**src/rtl/ser_pkg.sv**
```systemverilog
// Shared types and constants for the parallel-to-serial shifter.
package ser_pkg;

    typedef enum logic [1:0] {
        IDLE  = 2'd0,
        SHIFT = 2'd1,
        DONE  = 2'd2
    } ser_state_t;

    localparam logic PAR_EVEN = 1'b0;
    localparam logic PAR_ODD  = 1'b1;

endpackage

```
**src/rtl/par_calc.sv**
```systemverilog
// Frame parity: XOR reduction of the data word, inverted for odd parity.
module par_calc
    import ser_pkg::*;
#(
    parameter int unsigned DATA_WIDTH = 8
) (
    input  logic [DATA_WIDTH-1:0] data,
    input  logic                  par_typ,
    output logic                  parity_c
);

    assign parity_c = (^data) ^ (par_typ == PAR_ODD);

endmodule

```
**src/rtl/par_serializer.sv**
```systemverilog
// Parallel-to-serial shifter for the UART TX path.
// Define SER_PARITY_EN to append a parity bit (Par_Typ port) after the data bits.
module par_serializer
    import ser_pkg::*;
#(
    parameter int unsigned DATA_WIDTH = 8,
    parameter int unsigned MSB_FIRST  = 0
) (
    input  logic                  CLK,
    input  logic                  RST,
    input  logic [DATA_WIDTH-1:0] P_Data,
    input  logic                  Load,
    input  logic                  SER_EN,
`ifdef SER_PARITY_EN
    input  logic                  Par_Typ,
`endif
    output logic                  SER_Data,
    output logic                  SER_Done,
    output logic                  Busy
);

`ifdef SER_PARITY_EN
    localparam int unsigned NBITS = DATA_WIDTH + 1;
`else
    localparam int unsigned NBITS = DATA_WIDTH;
`endif
    localparam int unsigned      CNT_W    = $clog2(NBITS + 1);
    localparam logic [CNT_W-1:0] LAST_IDX = CNT_W'(NBITS - 1);

    ser_state_t       state_q, state_d;
    logic [NBITS-1:0] shreg_q, shreg_d;
    logic [CNT_W-1:0] cnt_q, cnt_d;
    logic             ser_data_q, ser_data_d;
    logic             ser_done_q, ser_done_d;
    logic             busy_q, busy_d;
    logic [NBITS-1:0] load_word;

`ifdef SER_PARITY_EN
    logic parity_c;

    par_calc #(
        .DATA_WIDTH (DATA_WIDTH)
    ) u_par_calc (
        .data     (P_Data),
        .par_typ  (Par_Typ),
        .parity_c (parity_c)
    );
`endif

    // Word is stored in transmit order so bit 0 is always the next bit out.
    always_comb begin
        load_word = '0;
        for (int i = 0; i < int'(DATA_WIDTH); i++) begin
            load_word[i] = (MSB_FIRST != 0) ? P_Data[int'(DATA_WIDTH) - 1 - i] : P_Data[i];
        end
`ifdef SER_PARITY_EN
        load_word[NBITS-1] = parity_c;
`endif
    end

    always_comb begin
        state_d = state_q;
        shreg_d = shreg_q;
        cnt_d   = cnt_q;
        case (state_q)
            IDLE: begin
                if (Load) begin
                    shreg_d = load_word;
                    cnt_d   = '0;
                    state_d = SHIFT;
                end
            end
            SHIFT: begin
                if (SER_EN) begin
                    shreg_d = {1'b0, shreg_q[NBITS-1:1]};
                    cnt_d   = cnt_q + CNT_W'(1);
                    if (cnt_q == LAST_IDX) begin
                        state_d = DONE;
                    end
                end
            end
            DONE: begin
                if (Load) begin
                    shreg_d = load_word;
                    cnt_d   = '0;
                    state_d = SHIFT;
                end else begin
                    state_d = IDLE;
                end
            end
            default: state_d = IDLE;
        endcase

        // Outputs are registered copies of what the next state will present.
        ser_data_d = (state_d == SHIFT) && shreg_d[0];
        ser_done_d = (state_d == DONE);
        busy_d     = (state_d == SHIFT);
    end

    always_ff @(posedge CLK or negedge RST) begin
        if (!RST) begin
            state_q    <= IDLE;
            shreg_q    <= '0;
            cnt_q      <= '0;
            ser_data_q <= 1'b0;
            ser_done_q <= 1'b0;
            busy_q     <= 1'b0;
        end else begin
            state_q    <= state_d;
            shreg_q    <= shreg_d;
            cnt_q      <= cnt_d;
            ser_data_q <= ser_data_d;
            ser_done_q <= ser_done_d;
            busy_q     <= busy_d;
        end
    end

    assign SER_Data = ser_data_q;
    assign SER_Done = ser_done_q;
    assign Busy     = busy_q;

endmodule

```
**config.mk**
```make
export PLATFORM = sky130hd
export DESIGN_NAME = par_serializer
export DESIGN_NICKNAME = d
export VERILOG_FILES = /design/src/rtl/ser_pkg.sv /design/src/rtl/par_calc.sv /design/src/rtl/par_serializer.sv
export SDC_FILE = /design/constraint.sdc
export NUM_CORES = 1
export LEC_CHECK = 0
export CAP_MARGIN = 10
export CORE_MARGIN = 3
export CORE_UTILIZATION = 50
export CTS_CLUSTER_DIAMETER = 120
export DETAILED_ROUTE_END_ITERATION = 10
export GPL_ROUTABILITY_DRIVEN = 0
export GPL_TIMING_DRIVEN = 0
export PLACE_DENSITY = 0.86
export SETUP_SLACK_MARGIN = 0.3
export SLEW_MARGIN = 5
export SYNTH_ARGS = -nofsm -noshare
export SYNTH_HDL_FRONTEND = slang
export SYNTH_HIERARCHICAL = 1
export SYNTH_SLANG_ARGS = --single-unit
```
**constraint.sdc**
```tcl
create_clock -name CLK -period 3.19 [get_ports CLK]
set_input_delay 0.638 -clock CLK [delete_from_list [all_inputs] [get_ports CLK]]
set_output_delay 0.638 -clock CLK [all_outputs]
set_load 0.03 [all_outputs]
```
# == Word level (Yosys, flattened, before mapping) ==
# Cells that the tools add are included.
# classes
add_sub_neg,1
eq_ne,7
muxes,11
n_reduce_logical,5
# ops
cell,n
$mux 8,2
$pmux 8 s2,1
$mux 4,2
$pmux 4 s2,1
$mux 2,3
$pmux 2 s3,1
$add 4x1->4 const B,1
$eq 2x1->1 const B,2
$eq 2x2->1 const B,2
$eq 4x3->1 const B,1
$reduce_and 3->1,1
$logic_not 2->1,1
$ne 2x1->1 const B,1
$ne 2x2->1 const B,1
$reduce_bool 2->1,1
$reduce_or 2->1,1
$logic_and 1x1->1,1
$mux 1,1
# totals
ff_bits,17
in_bits,12
output_inout_bits,3
elab_cells,31

# == Depth between registers and ports, before layout ==
# depth
depth_word,6
ltp_mapped,5
ltp_nobuf,4

# == Least setup slack after synthesis ==
# OpenSTA, ideal clock, no wires.
# synth_path
path_kind,input to register
from,in SER_EN
to,reg shreg_q[0]
setup_ns,0.118
arrival_time_ns,1.339
setup_slack_ns,1.733
cell_stages,5
path_buffers,2
path_cell_list,and3b_1 -> buf_6 -> buf_6 -> a22o_1 -> a21o_1
# synth_via
elab_chain_cells,2
# synth_rtl
item,line_no,source
start: declaration,par_serializer.sv:13,"input logic SER_EN,"
$mux 8,par_serializer.sv:74,if (SER_EN) begin
$pmux 8 s2,par_serializer.sv:65,case (state_q)
via shreg_d[0],par_serializer.sv:31,"logic [NBITS-1:0] shreg_q, shreg_d;"
end signal: assignment,par_serializer.sv:110,shreg_q <= shreg_d;
end: declaration,par_serializer.sv:31,
# The timed path passes the listed nets, and every way through them passes these cells. The select of a mux whose other input is x is not followed.
# A chain may end at the register's enable or synchronous reset.

# == Worst setup path in the final report ==
# layout_path
from,"reg busy_q, in the netlist Busy"
to,out Busy
# layout_rtl
item,line_no,source
start: declaration,par_serializer.sv:35,"logic busy_q, busy_d;"
start signal: assignment,par_serializer.sv:114,busy_q <= busy_d;
end: declaration,par_serializer.sv:19,output logic Busy
# No word-level cell between the ends.

==> reports/results.ini <==
[outcome]
status = completed

[yosys]
synthTopCellsByArea = dfrtp_1 57%, a22o_1 8.2%, a21o_1 7.0%
avgSynthCellArea_um2 = 12.1
yosysTopAreaCell = dfrtp_1
synth_top_area_share = 0.569
post_synth_num_cell_types = 20
yosys_warnings = 6
syn-num-nets = 75
synth_seq_cells = 17
synthCells = 62
netlist_area_um2 = 748
ys_seq_area_frac = 0.569

[setup_path]
cp.buffers_inverters = 1
cp-start-kind = flip-flop
slowest_delay_ps = 660
crit_family = buffers and inverters
cp.required_ps = 2550
reg2regPathDepth = 5
rrSetupSlack_ps = 1830
r2r_start = state_q[0]$_DFF_PN0_
worst-setup-path-type = flip-flop to output port
reg2reg_to = shreg_q[5]$_DFFE_PN0P_
cp-end-kind = output port
path_depth = 1
crit_chain = clkdlybuf4s50_1
arrival_ps = 1280
worstPathMaxFanout = 1
worst_path_max_delay_cell = clkdlybuf4s50_1

[grt]
grt_max_degree = 18
grt_usage = 0.155
grt_overflow = 0
grt_pass1_vias = 535
grt_pass1_wl_mm = 2.27
antenna_found_initial = 0

[sta]
rsz0062_at_grt = no
worst_slack_ps = 1280
slew_violations = 0
finClkSkew_ps = 4.43
tns_ps = 0
min_period_ps = 1910
fmax_ghz = 0.523
slew_headroom = 0.499
hold_violations = 0
post-route-period-util = 0.600
worst_pin_slew_ps = 749
setup_viol = 0

[floorplanning]
initial_utilization = 0.554
die_w_um = 44.7
die-area_um2 = 2000
core_um2 = 1350
rows = 13
ios = 15
fp.dieH_um = 44.7

[clock_network]
cts_buffer_depth = 2
cts_resized = 0
post_cts_buffers = 0
numCtsBuffers = 3
cts_max_level = 1
cts_sinks = 17
clk-insertion-delay-late_ps = 280
cts_hold_buf = 0
cts_tree = yes
clk_pin_slew_worst_paths_ps = 90
cts-root-buf = clkbuf_4

[power_and_ir_drop]
p_leak_nw = 0.468
p_per_area_nw_per_um2 = 770
finalPower_mw = 0.719
irDropWorstVdd_uv = 385

[placed_design]
dpl.cell_count = 91
place_hpwl_um = 939
portBuffers = 14
pre_cts_slack_ps = 1170

[cells_and_area]
drive_gt1_frac = 0.100
stdcell_count = 95
nNetsFinal = 94
antenna_cells_inserted = 0
area.growth.synth_to_final_pct = 24.7

[drt]
wl_per_cell_um = 13.7
detail_route.iter0.violations = 5
ant_nets = 0
drc = 0
wl_mm = 1.31
viasPerCell = 5.81
drtPass1Iterations = 4
vias = 552

[hold_path]
worstHoldStart = cnt_q[3]$_DFFE_PN0P_
hold_class = flip-flop to flip-flop
holdPathEnd = cnt_q[3]$_DFFE_PN0P_
holdPathStages = 1

[flow_run]
cap_violations = 0

==> report_power, final <==
group          total, mW  switching (mW)  internal [mW]
sequential         0.350          0.0529          0.297
combinational      0.258           0.121          0.138
clock              0.111          0.0622         0.0485
total              0.719           0.236          0.483
==> worst max path at each step <==
stage,slack [ps],startpoint,endpoint
after floorplan,1730,SER_EN,shreg_q[0]$_DFF_PN0_
after global placement,1170,SER_EN,shreg_q[6]$_DFFE_PN0P_
after detailed placement,1170,SER_EN,shreg_q[5]$_DFFE_PN0P_
after CTS,1260,Busy$_DFF_PN0_,Busy
after global routing,1230,Busy$_DFF_PN0_,Busy
final,1280,Busy$_DFF_PN0_,Busy
==> cells in the final DEF, fill, tap and decap left out, types with 2 or more instances in the layout <==
master and n:
clkbuf_4 3, clkdlybuf4s50_1 14, a21o_1 7, buf_6 2
nor3b_1 2, o21ai_0 3, nand2_1 10, dfrtp_1 17
a22o_1 7, mux2i_1 2
==> registers in the layout (all words and copies together) (netlist names) <==
signal,cells
state_q,2
shreg_q,8
SER_Done,1
cnt_q,4
SER_Data,1
Busy,1
==> cell families after synthesis <==
family,synth area share
AOI/OAI and AO/OA,0.179
adders and majority gates,0.0167
buffers and inverters,0.0368
DFF,0.569
muxes,0.0418
and+or+nand+nor,0.157
==> layout make-up <==
cell class                      count  area [um2]
Multi-Input combinational cell     42         295
Tap cell                           15        18.8
Fill cell                         106         417
Clock buffer                        4        26.3
Timing Repair Buffer               14         140
Buffer                              3        27.5
Sequential cell                    17         425
==> synth_stat cells <==
cell	number
a21o_1	7
a21oi_1	1
a22o_1	7
and3b_1	1
buf_2	1
buf_6	2
dfrtp_1	17
ha_1	1
mux2_2	1
mux2i_1	2
nand2_1	10
nand2b_1	1
nand3b_1	1
nand4_1	1
nand4b_1	1
nor2_4	1
nor2b_1	1
nor3b_1	2
nor4bb_1	1
o21ai_0	3
==> through the flow <==
step           cell area (um2)  hold WS, ps  utilization
2_1_floorplan              748          342            -
3_3_place_gp               907          452        0.672
3_5_place_dp               907          458        0.672
4_1_cts                    933          481        0.691
5_1_grt                    933          491        0.691
6_report                   933          471        0.691
==> layer usage <==
layer | wire (um) | track usage | share of wire | vias to the layer above
met1 | 569 | 0.187 | 0.44 | 272
met4 | 12 | 0.0723 | 0.0092 | 0
li1 | - | - | - | 262
met2 | 637 | 0.258 | 0.49 | 16
met3 | 85 | 0.0366 | 0.065 | 2
met5 | 0 | 0 | 0 | -
No activity file was read; power rests on OpenSTA's default activity.
